`src/rtl/adc_spi_resp.sv`:
```
// adc_spi_resp: SPI slave that answers as an 8-channel, 12-bit ADC128S-style
// converter. Each 16-bit frame carries a channel address on MOSI (word bits
// 13:11) and returns, on MISO, the result of the channel addressed in the
// previous frame (one-frame pipeline). Results live in 8 registers that a
// host port can overwrite.
//
// Parameters:
//   DATA_W   width of each channel result register
//   RST_VAL  reset base; channel n resets to RST_VAL+n
//   DEC_STEP decrement applied to the served channel after each frame
//            (only when AUTO_DEC_EN is defined)
//
// Ports:
//   clk, rst_n         system clock, asynchronous active-low reset
//   SS_n, SCLK, MOSI   SPI inputs (SCLK idles high), synchronized into clk
//   MISO               SPI response bit
//   wr_en/wr_chnl/wr_data  host write port for the channel registers
//   frm_done           one-clk pulse after a complete 16-bit frame
//   frm_chnl           channel decoded from the last complete frame
//   frm_err            one-clk pulse when SS_n rises before 16 SCLK rises
//
// Build option: define AUTO_DEC_EN to decrement the served channel register
// by DEC_STEP at the end of each complete frame (host write wins).
module adc_spi_resp #(
  parameter int                 DATA_W   = 12,
  parameter logic [DATA_W-1:0]  RST_VAL  = 12'hC00,
  parameter logic [DATA_W-1:0]  DEC_STEP = 12'h010
) (
  input  logic              clk,
  input  logic              rst_n,
  input  logic              SS_n,
  input  logic              SCLK,
  input  logic              MOSI,
  output logic              MISO,
  input  logic              wr_en,
  input  logic [2:0]        wr_chnl,
  input  logic [DATA_W-1:0] wr_data,
  output logic              frm_done,
  output logic [2:0]        frm_chnl,
  output logic              frm_err
);

`ifdef AUTO_DEC_EN
  localparam bit DEC_ON = 1'b1;
`else
  localparam bit DEC_ON = 1'b0;
`endif
  localparam logic [DATA_W-1:0] DEC_AMT = DEC_ON ? DEC_STEP : '0;

  typedef enum logic [1:0] {IDLE, SHIFT, DONE} state_t;

  state_t state, state_nxt;

  // [1] is the synchronized level, [2] the previous level for edge detect
  logic [2:0] ss_sync, sclk_sync, mosi_sync;
  logic       ss_fall, ss_rise, sclk_rise, sclk_fall;

  logic [DATA_W-1:0] chreg [8];
  logic [2:0]        pending;
  logic [4:0]        bit_cnt;
  logic [15:0]       tx_shift;
  // Only bits 13:11 of the received word are ever decoded, so bits above 13
  // are simply dropped off the top of the shifter.
  logic [13:0]       rx_shift;
  logic              first_fall;
  logic              defer_start;
  logic              start;

  always_ff @(posedge clk or negedge rst_n) begin
    if (!rst_n) begin
      ss_sync   <= '1;
      sclk_sync <= '1;
      mosi_sync <= '0;
    end else begin
      ss_sync   <= {ss_sync[1:0], SS_n};
      sclk_sync <= {sclk_sync[1:0], SCLK};
      mosi_sync <= {mosi_sync[1:0], MOSI};
    end
  end

  assign ss_fall   = ss_sync[2] & ~ss_sync[1];
  assign ss_rise   = ~ss_sync[2] & ss_sync[1];
  assign sclk_rise = ~sclk_sync[2] & sclk_sync[1];
  assign sclk_fall = sclk_sync[2] & ~sclk_sync[1];

  always_ff @(posedge clk or negedge rst_n) begin
    if (!rst_n) state <= IDLE;
    else        state <= state_nxt;
  end

  always_comb begin
    state_nxt = state;
    start     = 1'b0;
    frm_done  = 1'b0;
    frm_err   = 1'b0;
    MISO      = 1'b0;
    case (state)
      IDLE: begin
        // a fall seen during DONE is replayed here via defer_start
        if (ss_fall || defer_start) begin
          start     = 1'b1;
          state_nxt = SHIFT;
        end
      end
      SHIFT: begin
        MISO = tx_shift[15] & ~ss_sync[1];
        if (ss_rise) begin
          if (bit_cnt == 5'd16) begin
            state_nxt = DONE;
          end else begin
            frm_err   = 1'b1;
            state_nxt = IDLE;
          end
        end
      end
      DONE: begin
        frm_done  = 1'b1;
        state_nxt = IDLE;
      end
      default: state_nxt = IDLE;
    endcase
  end

  always_ff @(posedge clk or negedge rst_n) begin
    if (!rst_n) begin
      pending     <= '0;
      frm_chnl    <= '0;
      bit_cnt     <= '0;
      tx_shift    <= '0;
      rx_shift    <= '0;
      first_fall  <= 1'b0;
      defer_start <= 1'b0;
    end else begin
      case (state)
        IDLE: begin
          if (start) begin
            tx_shift    <= 16'(chreg[pending]);
            rx_shift    <= '0;
            bit_cnt     <= '0;
            first_fall  <= 1'b1;
            defer_start <= 1'b0;
          end
        end
        SHIFT: begin
          if (sclk_rise && bit_cnt != 5'd16) begin
            rx_shift <= {rx_shift[12:0], mosi_sync[2]};
            bit_cnt  <= bit_cnt + 5'd1;
          end
          // the MSB is already on MISO for the first rise, so the first
          // fall of the frame leaves the shifter alone
          if (sclk_fall) begin
            if (first_fall) first_fall <= 1'b0;
            else            tx_shift   <= {tx_shift[14:0], 1'b0};
          end
        end
        DONE: begin
          pending     <= rx_shift[13:11];
          frm_chnl    <= rx_shift[13:11];
          defer_start <= ss_fall;
        end
        default: ;
      endcase
    end
  end

  // Decrement (zero when AUTO_DEC_EN is undefined) is applied before the host
  // write so a write to the same channel in the same clk takes precedence.
  always_ff @(posedge clk or negedge rst_n) begin
    if (!rst_n) begin
      for (int unsigned i = 0; i < 8; i++) chreg[i] <= RST_VAL + DATA_W'(i);
    end else begin
      if (state == DONE) chreg[pending] <= chreg[pending] - DEC_AMT;
      if (wr_en)         chreg[wr_chnl] <= wr_data;
    end
  end

endmodule

```
`config.mk`:
```
export PLATFORM = sky130hd
export DESIGN_NAME = adc_spi_resp
export DESIGN_NICKNAME = d
export VERILOG_FILES = /design/src/rtl/adc_spi_resp.sv
export SDC_FILE = /design/constraint.sdc
export NUM_CORES = 1
export LEC_CHECK = 0
export BUFFER_PORTS_ARGS = -buffer_cell sky130_fd_sc_hd__buf_4
export CORE_MARGIN = 2
export CORE_UTILIZATION = 53
export CTS_CLUSTER_SIZE = 20
export DETAILED_ROUTE_END_ITERATION = 8
export GPL_TIMING_DRIVEN = 0
export PLACE_DENSITY = 0.72
export SYNTH_ARGS = -nofsm -noshare
export SYNTH_HDL_FRONTEND = slang
export SYNTH_SLANG_ARGS = --single-unit
```
`constraint.sdc`:
```
create_clock -name clk -period 1.82 [get_ports clk]
set_input_delay 0.273 -clock clk [delete_from_list [all_inputs] [get_ports clk]]
set_output_delay 0.273 -clock clk [all_outputs]
set_load 0.01 [all_outputs]
```
==> results of run 1 <==
Yosys cell counts (all sizes together), types with 2 or more instances:
library cell,number,area share [%]
nand4,3,0.29
nor2,15,0.87
mux2,110,19
ha,2,0.39
and2,2,0.19
buf,12,1.2
o21ai,21,1.6
dfrtp,113,44
dfstp,34,14
nand2b,5,0.48
nand3,19,1.5
nand2,27,1.6
clkbuf,17,0.98
nor3,4,0.31
inv,4,0.23
mux4,22,7.6
nor3b,5,0.58
and2b,2,0.23
a22o,2,0.27
a21oi,13,1.0
mux2i,13,2.0
nand4b,3,0.40
sequential cells by signal (all words and copies together) (netlist names):
| register | cells |
|---|---|
| chreg | 96 |
| tx_shift | 16 |
| rx_shift | 14 |
| bit_cnt | 5 |
| mosi_sync | 3 |
| pending | 3 |
| sclk_sync | 3 |
| ss_sync | 3 |
| state | 2 |
| defer_start | 1 |
| first_fall | 1 |
cell type report:
type                       instances  area, sq um  area share (%)
sequential                       147         3720            46.9
multi-input combinational        282         2780            35.1
clock buffer                      19          453            5.71
timing repair buffer              48          425            5.36
buffer                            25          203            2.55
tap                              147          184            2.32
clock inverter                    13          150            1.89
inverter                           4         15.0           0.189
stage by stage:
stage	total power [mW]	hold slack, ns	setup slack, ns	cells
2_1_floorplan	5.41	-0.0226	-0.0640	462
3_3_place_gp	5.74	0.332	-0.598	635
3_5_place_dp	5.87	0.251	-0.559	636
4_1_cts	9.53	0.128	-0.0999	679
5_1_grt	10.0	0.137	-0.149	685
6_report	9.54	0.139	-0.0859	685
worst max-delay path, delay by kind of cell, from the launching register on:
kind                   cells  cell delay [ns]
multiplexers               3             1.02
flip-flops                 1             0.40
buffers and inverters      2             0.29
AO/OA/AOI/OAI              1             0.08
final timing paths:
path / cells past startpoint / slack (ns) / end
setup / recovery: 6 / -0.09 / tx_shift[3]
hold / removal: 2 / 0.14 / chreg[90]
setup reg to reg: 6 / -0.09 / tx_shift[3]
hold reg to reg: 0 / 0.35 / mosi_sync[1]
max in group asynchronous: 3 / 0.59 / chreg[35]
min in group asynchronous: 2 / 0.37 / bit_cnt[1]
power groups by stage:
stage	combinational (mW)	sequential, mW	clock (mW)
final	1.65	4.38	3.51
after global routing	1.80	4.47	3.73
after CTS	1.58	4.38	3.57
after detailed placement	1.44	4.43	0
after global placement	1.36	4.38	0
after floorplan	1.09	4.32	0
cell families (layout without fill, tap and decap cells):
logic type                 Yosys count  after routing  share of synthesized area [%]
DFF                                147            147                           57.3
muxes                              145            145                           28.9
and+or+nand+nor                     91             91                           7.15
AOI/OAI and AO/OA                   43             43                           3.74
buffers and inverters               33            109                           2.39
adders and majority gates            2              2                          0.385
xor gates and xnor gates             1              1                          0.135
repair_timing:
action	in CTS	in global routing
endpoints found under the setup margin	34	44
resized for setup	37	23
pin swaps	6	2
setup buffers	9	7
cloned	1	0
endpoints found under the hold margin	34	0
hold buffers	4	0
metal layers:
layer / up-vias / global-route usage, %
met3: 23 / 5.03
li1: 1812 / -
met2: 69 / 35.4
met1: 2040 / 29.9
met5: - / 0
met4: 0 / 6.99
==> results.cfg, run 1 <==
[status]
outcome = complete, but fails checks
violations = negative setup slack

[layout]
mostFrequentLayoutCells = 112 x dfrtp_1, 105 x mux2_2, 39 x buf_4, 34 x dfstp_2, 27 x nand2_1
utilization_pct = 66.1
nFillCells = 820
areaGrowthSynthToFinish_pct = 22.1
num_antenna_cells = 0
finish.instance_area_sq_mm = 0.00793
layout_commonest_cell = dfrtp_1
drive_gt1_share_pct = 52.4
nets = 548

[sta]
fin_crit_ns = 1.91
rsz0062_at_grt = yes
timing.final.ws_setup_ns = -0.0859
drv_slew = 0
finClkSkew_ns = 0.00499
hold_violations = 0
fin_crit_sh_pct = 105
worst_slew_pin_slew_ns = 0.795
finalSetupTns_ns = -0.474
max-slew-margin-rel_pct = 47.0
setup_viol = 8
fmax_ghz = 0.525

[clock_tree]
numCtsBuffers = 17
clock_path_buffers = 2
root_buffer = clkbuf_16
clkLatencyLatePin_ns = 0.42
cts-htree-levels = 4
clock-sinks = 147
path_clk_slew_ns = 0.06
tritoncts = built

[pwr]
p_sw_mw = 2.43
seqPwrFrac_pct = 45.9
vdd_drop_max_mv = 0.716
switching_share_pct = 25.4
intPower_mw = 7.12
pwr-share-comb_pct = 17.3
powerDensity_mw_per_mm2 = 1200
p_leak_nw = 3.28
pwr-share-clk_pct = 36.8

[place]
placedInstanceArea_sq_mm = 0.00694
port-buffer-count = 26
gp_congestion = 0.764
dp_hpwl_microns = 8320

[drt]
top_layer = met4
num_vias = 3944
dr_wl_met2_microns = 6410
drc = 0
wl_per_cell_microns = 19.1
met1Wirelength_microns = 5990
routed_wl_microns = 13100
first_pass_iters = 4
ant_nets = 0
vias_per_cell = 5.76
wl_met3_microns = 435
drt-initial-drc-count = 226

[floorplanning]
fp-row-count = 40
chipHeight_microns = 115
dieArea_sq_mm = 0.0132
die_w_microns = 115
core_sq_mm = 0.0120
initial_core_util_pct = 54.1
io_pins = 27

[setup_path]
cp_max_fo = 6
critical_path_class = register to register
reg2reg_from = pending[0]
crit_top_cell = buf_12
critPathRequiredTime_ns = 2.12
crit_chain = buf_12, buf_12, mux4_2, mux2i_4, a21oi_2, mux2_4
start_kind = register
slowest_delay_ns = 0.54
crit_path_start = pending[0]
cp.arrival_ns = 2.21
crit_slowest_cell = mux4_2
end_kind = register

[global_route]
grt_pass1_vias = 4077
grt_usage_pct = 21.9
grt_max_degree = 97
grt_overflow = 0
grt_pass1_wl_microns = 21600
antenna_found_initial = 0

[logic_synthesis]
yosys.cell_types.count = 41
avgSynthCellArea_sq_um = 14.1
synth-main-ff-cell = dfrtp_1
synth-async-reset-ratio_pct = 100
syn_area_sq_mm = 0.00650
synth_edf_count = 0
synth-seq-area-share_pct = 57.3
ys_seq_elements = 147
yosysWarnings = 0
synth_fp_nets = 485
syn-instance-count = 462

[worst_hold_path]
min_from = wr_data[6]
hp-class = input port to register

[flow_run]
cap_violations = 0
No activity file was read; power rests on OpenSTA's default activity.
==> inputs of run 2 (changes only) <==
==> config.mk (replaced) <==
export PLATFORM = sky130hd
export DESIGN_NAME = adc_spi_resp
export DESIGN_NICKNAME = d
export VERILOG_FILES = /design/src/rtl/adc_spi_resp.sv
export SDC_FILE = /design/constraint.sdc
export NUM_CORES = 1
export LEC_CHECK = 0
export CORE_MARGIN = 2
export CORE_UTILIZATION = 53
export CTS_CLUSTER_SIZE = 20
export DETAILED_ROUTE_END_ITERATION = 8
export DONT_BUFFER_PORTS = 1
export GPL_TIMING_DRIVEN = 0
export PLACE_DENSITY = 0.7
export SYNTH_ARGS = -nofsm -noshare
export SYNTH_HDL_FRONTEND = slang
export SYNTH_SLANG_ARGS = --single-unit
==> run 2 against run 1 <==
  * Register-to-register slack worse by 0.02 ns
  * The flow finishes with violations (negative hold slack, negative setup slack)
  * Largest cell class unchanged
  * Core utilization decreased by 1.9 points
  * Via count is 0.94% lower
  * Sequential share of layout area up 1.4 points
  * Cell count fell by 2.6%
  * Critical path type unchanged
  * Clock power down 12%
  * Combinational power down 12%
  * Clock skew grew 0.0058 ns
  * Worst setup slack got worse by 0.024 ns
  * Global-route usage fell by 0.099 points
==> results.cfg, run 2 (synthesis gave the netlist of run 1 again) <==
[status]
outcome = complete, but fails checks
violations = negative hold slack, negative setup slack

[clock_tree]
tritoncts = built
clock-sinks = 147
path_clk_slew_ns = 0.06
numCtsBuffers = 17
clkLatencyLatePin_ns = 0.43
cts-htree-levels = 4
root_buffer = clkbuf_16
clock_path_buffers = 2

[setup_path]
crit_chain = buf_12, buf_4, mux4_2, mux2i_4, a21oi_2, mux2_4
slowest_delay_ns = 0.53
cp_max_fo = 6
reg2reg_from = pending[0]
r2r-end = tx_shift[4]
start_kind = register
cp.arrival_ns = 2.23
end_kind = register
critical_path_class = register to register
rrSetupSlack_ns = -0.11
crit_slowest_cell = mux4_2
critPathRequiredTime_ns = 2.12
crit_family = multiplexers
worst-r2r-cell-count = 6
critPathBufInv = 2

[layout]
finish.instance_area_sq_mm = 0.00771
mostFrequentLayoutCells = 112 x dfrtp_1, 105 x mux2_2, 34 x dfstp_2, 26 x nand2_1, 22 x mux4_2
num_antenna_cells = 0
areaGrowthSynthToFinish_pct = 18.6
nFillCells = 882
regMostFlops = chreg
nets = 531
largest_register_ffs = 96
largest_registers = chreg x96, tx_shift x16, rx_shift x14
layout_commonest_cell = dfrtp_1
drive_gt1_share_pct = 46.0
fin_cells = 667

[place]
gp_congestion = 0.746
dp_hpwl_microns = 8060
placedInstanceArea_sq_mm = 0.00671
port-buffer-count = 0
placed_cells = 609

[floorplanning]
io_pins = 27
initial_core_util_pct = 54.1
chipHeight_microns = 115
die_w_microns = 115
dieArea_sq_mm = 0.0132
core_sq_mm = 0.0120
fp-row-count = 40

[global_route]
grt_pass1_wl_microns = 21500
grt_pass1_vias = 4109
grt_max_degree = 148
grt_overflow = 0
antenna_found_initial = 0
grt_usage_pct = 21.8

[sta]
hold_violations = 147
fin_crit_ns = 1.93
rsz0062_at_grt = yes
finalSetupTns_ns = -0.718
hold_slack_ns = -0.457
max-slew-margin-rel_pct = 43.8
fmax_ghz = 0.518
fin_crit_sh_pct = 106
drv_slew = 0
worst_slew_pin_slew_ns = 0.843
setup_viol = 10
timing.final.ws_setup_ns = -0.110
finClkSkew_ns = 0.0108

[drt]
drt-initial-drc-count = 206
vias_per_cell = 5.86
ant_nets = 0
routed_wl_microns = 13300
first_pass_iters = 4
num_vias = 3907
drc = 0
wl_per_cell_microns = 20.0

[flow_run]
cap_violations = 0

[pwr]
vdd_drop_max_mv = 0.822
powerDensity_mw_per_mm2 = 1160
p_leak_nw = 3.14

[worst_hold_path]
hp-class = input port to async pin
-- run 2: worst register-to-register path, stage by stage (launching register included) --
cell     delay [ns]
dfrtp_2        0.41
buf_12         0.16
buf_4          0.16
mux4_2         0.53
mux2i_4        0.20
a21oi_2        0.08
mux2_4         0.28
-- run 2: layout make-up --
class	instances	area [sq um]	share of cell area [%]
Timing Repair Buffer	29	293	3.80
Buffer	27	226	2.94
Sequential cell	147	3720	48.3
Clock inverter	6	32.5	0.422
Inverter	4	15.0	0.195
Tap cell	147	184	2.39
Multi-Input combinational cell	282	2750	35.7
Clock buffer	25	485	6.30
-- run 2: layer usage --
| metal | up-vias | global-route usage, % | wire (microns) |
|---|---|---|---|
| li1 | 1779 | - | - |
| met1 | 2050 | 28.0 | 5920 |
| met2 | 57 | 36.0 | 6730 |
| met3 | 21 | 6.30 | 482 |
| met4 | 0 | 7.31 | 187 |
| met5 | - | 0 | 0 |
-- run 2: report_power, final --
group / switching [mW] / internal [mW]
sequential: 0.348 / 4.05
combinational: 0.564 / 0.884
clock: 1.26 / 1.83
total: 2.17 / 6.76
-- run 2: worst max-delay path by stage --
stage	startpoint	to	slack (ns)	cells after the start
after floorplan	state[1]	tx_shift[11]	-0.06	8
after global placement	pending[2]	tx_shift[9]	-0.54	5
after detailed placement	pending[2]	tx_shift[5]	-0.54	5
after CTS	pending[0]	tx_shift[4]	-0.12	6
after global routing	pending[0]	tx_shift[5]	-0.15	6
final	pending[0]	tx_shift[4]	-0.11	6
-- run 2: through the flow --
step	hold slack (ns)	total power, mW	worst slack, ns	util, %
after floorplan	-0.0226	5.41	-0.0640	-
after global placement	-0.0178	5.62	-0.537	55.9
after detailed placement	-0.0184	5.71	-0.542	55.9
after CTS	-0.468	8.91	-0.121	63.4
after global routing	-0.470	9.35	-0.150	64.2
final	-0.457	8.93	-0.110	64.2
-- run 2: what timing repair did --
item                                    CTS  global route
pin swaps                                 7             1
resized for setup                        39            18
setup buffers                             7             2
endpoints found under the setup margin   35            25
cloned                                    1             0
hold buffers                             17             2
endpoints found under the hold margin   241           149
==> inputs of run 3 (changes only) <==
--- a/config.mk
+++ b/config.mk
@@ -7,11 +7,12 @@
 export LEC_CHECK = 0
 export CORE_MARGIN = 2
 export CORE_UTILIZATION = 53
+export CTS_CLUSTER_DIAMETER = 100
 export CTS_CLUSTER_SIZE = 20
 export DETAILED_ROUTE_END_ITERATION = 8
 export DONT_BUFFER_PORTS = 1
 export GPL_TIMING_DRIVEN = 0
-export PLACE_DENSITY = 0.7
+export PLACE_DENSITY = 0.67
 export SYNTH_ARGS = -nofsm -noshare
 export SYNTH_HDL_FRONTEND = slang
 export SYNTH_SLANG_ARGS = --single-unit
==> constraint.sdc (replaced) <==
create_clock -name clk -period 1.86 [get_ports clk]
set_input_delay 0.279 -clock clk [delete_from_list [all_inputs] [get_ports clk]]
set_output_delay 0.279 -clock clk [all_outputs]
set_load 0.01 [all_outputs]
==> run 3 against run 2 <==
  * The flow still finishes with violations (negative hold slack, negative setup slack)
  * First-iteration DRC count grew 92%
  * Fmax shrank 0.88%
  * Worst hold slack is essentially flat
  * Sequential share of layout area shrank 0.38 points
  * Final area grew 0.86%
==> results.cfg, run 3 (synthesis gave the netlist of run 1 again) <==
[global_route]
grt_pass1_vias = 4124
grt_overflow = 0
antenna_found_initial = 0
grt_max_degree = 148
grt_pass1_wl_microns = 22900
grt_usage_pct = 23.8

[pwr]
powerDensity_mw_per_mm2 = 1220
vdd_drop_max_mv = 0.778
p_leak_nw = 3.16

[sta]
hold_violations = 147
worst_slew_pin_slew_ns = 0.859
timing.final.ws_setup_ns = -0.0868
finClkSkew_ns = 0.00623
fmax_ghz = 0.514
rsz0062_at_grt = yes
fin_crit_ns = 1.95
setup_viol = 8
hold_slack_ns = -0.457
fin_crit_sh_pct = 105
finalSetupTns_ns = -0.364
drv_slew = 0
max-slew-margin-rel_pct = 42.7

[drt]
first_pass_iters = 4
drt-initial-drc-count = 396
routed_wl_microns = 14100
drc = 0
num_vias = 3897
ant_nets = 0
vias_per_cell = 5.87
wl_per_cell_microns = 21.2

[layout]
num_antenna_cells = 0
utilization_pct = 64.7
drive_gt1_share_pct = 46.8
largest_registers = chreg x96, tx_shift x16, rx_shift x14
areaGrowthSynthToFinish_pct = 19.6
regMostFlops = chreg
largest_register_ffs = 96
layout_commonest_cell = dfrtp_1
mostFrequentLayoutCells = 110 x dfrtp_1, 106 x mux2_2, 34 x dfstp_2, 26 x nand2_1, 22 x mux4_2
nets = 527

[setup_path]
critPathRequiredTime_ns = 2.17
end_kind = register
crit_top_cell = buf_12
start_kind = register
critical_path_class = register to register
crit_family = multiplexers
cp_max_fo = 6
critPathBufInv = 2
slowest_delay_ns = 0.51
crit_chain = buf_12, buf_12, mux4_2, mux2i_2, a21oi_1, mux2_4
crit_slowest_cell = mux4_2
cp.arrival_ns = 2.26

[floorplanning]
dieArea_sq_mm = 0.0132
fp-row-count = 40
die_w_microns = 115
io_pins = 27
initial_core_util_pct = 54.1
core_sq_mm = 0.0120
chipHeight_microns = 115

[clock_tree]
tritoncts = built
clock-sinks = 147
cts-htree-levels = 4
path_clk_slew_ns = 0.06
clkLatencyLatePin_ns = 0.43
ctsHoldBuffers = 15
root_buffer = clkbuf_16
clock_path_buffers = 2
numCtsBuffers = 17

[status]
violations = negative hold slack, negative setup slack
outcome = complete, but fails checks

[flow_run]
cap_violations = 0

[worst_hold_path]
hp-class = input port to async pin

[place]
gp_congestion = 0.736
dpl_worst_slack_ns = -0.766
dp_hpwl_microns = 8260
port-buffer-count = 0
==> run 3: layout make-up <==
| class | instances | area (sq um) |
|---|---|---|
| plain buffers | 27 | 211 |
| clock buffers | 20 | 467 |
| clock inverters | 12 | 203 |
| fillers | 895 | 4240 |
| inverters | 4 | 15.0 |
| multi-input cells | 282 | 2690 |
| flip-flops and latches | 147 | 3720 |
| well taps | 147 | 184 |
| repair buffers | 25 | 274 |
==> run 3: final timing paths <==
check | from | to | slack, ns | depth (start not counted)
setup / recovery | pending[0] | tx_shift[11] | -0.09 | 6
hold / removal | rst_n | bit_cnt[4] | -0.46 | 0
max in group asynchronous | rst_n | chreg[72] | 2.06 | 0
min in group clk | wr_data[4] | chreg[16] | 0.01 | 1
setup reg to reg | pending[0] | tx_shift[11] | -0.09 | 6
hold reg to reg | mosi_sync[1] | mosi_sync[2] | 0.35 | 0
==> run 3: what timing repair did <==
| action | 4_1_cts | 5_1_grt |
|---|---|---|
| resized for setup | 38 | 19 |
| endpoints found under the setup margin | 35 | 29 |
| buffers inserted | 8 | 1 |
| pin swaps | 11 | 3 |
| gates cloned | 1 | 0 |
| endpoints found under the hold margin | 242 | 147 |
==> run 3: power breakdown <==
part           switching [mW]  internal [mW]
Clock                    1.34           2.49
Combinational           0.529          0.827
Sequential              0.341           3.96
Total                    2.21           7.27
==> run 3: metal layers <==
metal / GRT usage [%] / wire length, microns / vias up
met2: 36.7 / 6810 / 88
li1: - / - / 1758
met3: 6.09 / 627 / 21
met5: 0 / 0 / -
met4: 8.43 / 237 / 0
met1: 33.2 / 6420 / 2030
==> run 3: stage by stage <==
stage          area, sq um  hold WS (ns)  cells  power (mW)
3_5_place_dp          6700       -0.0117    609        5.60
2_1_floorplan         6520       -0.0166    462        5.29
4_1_cts               7730        -0.469    663        9.51
5_1_grt               7770        -0.470    664        9.89
6_report              7770        -0.457    664        9.48
3_3_place_gp          6700       -0.0135    609        5.50
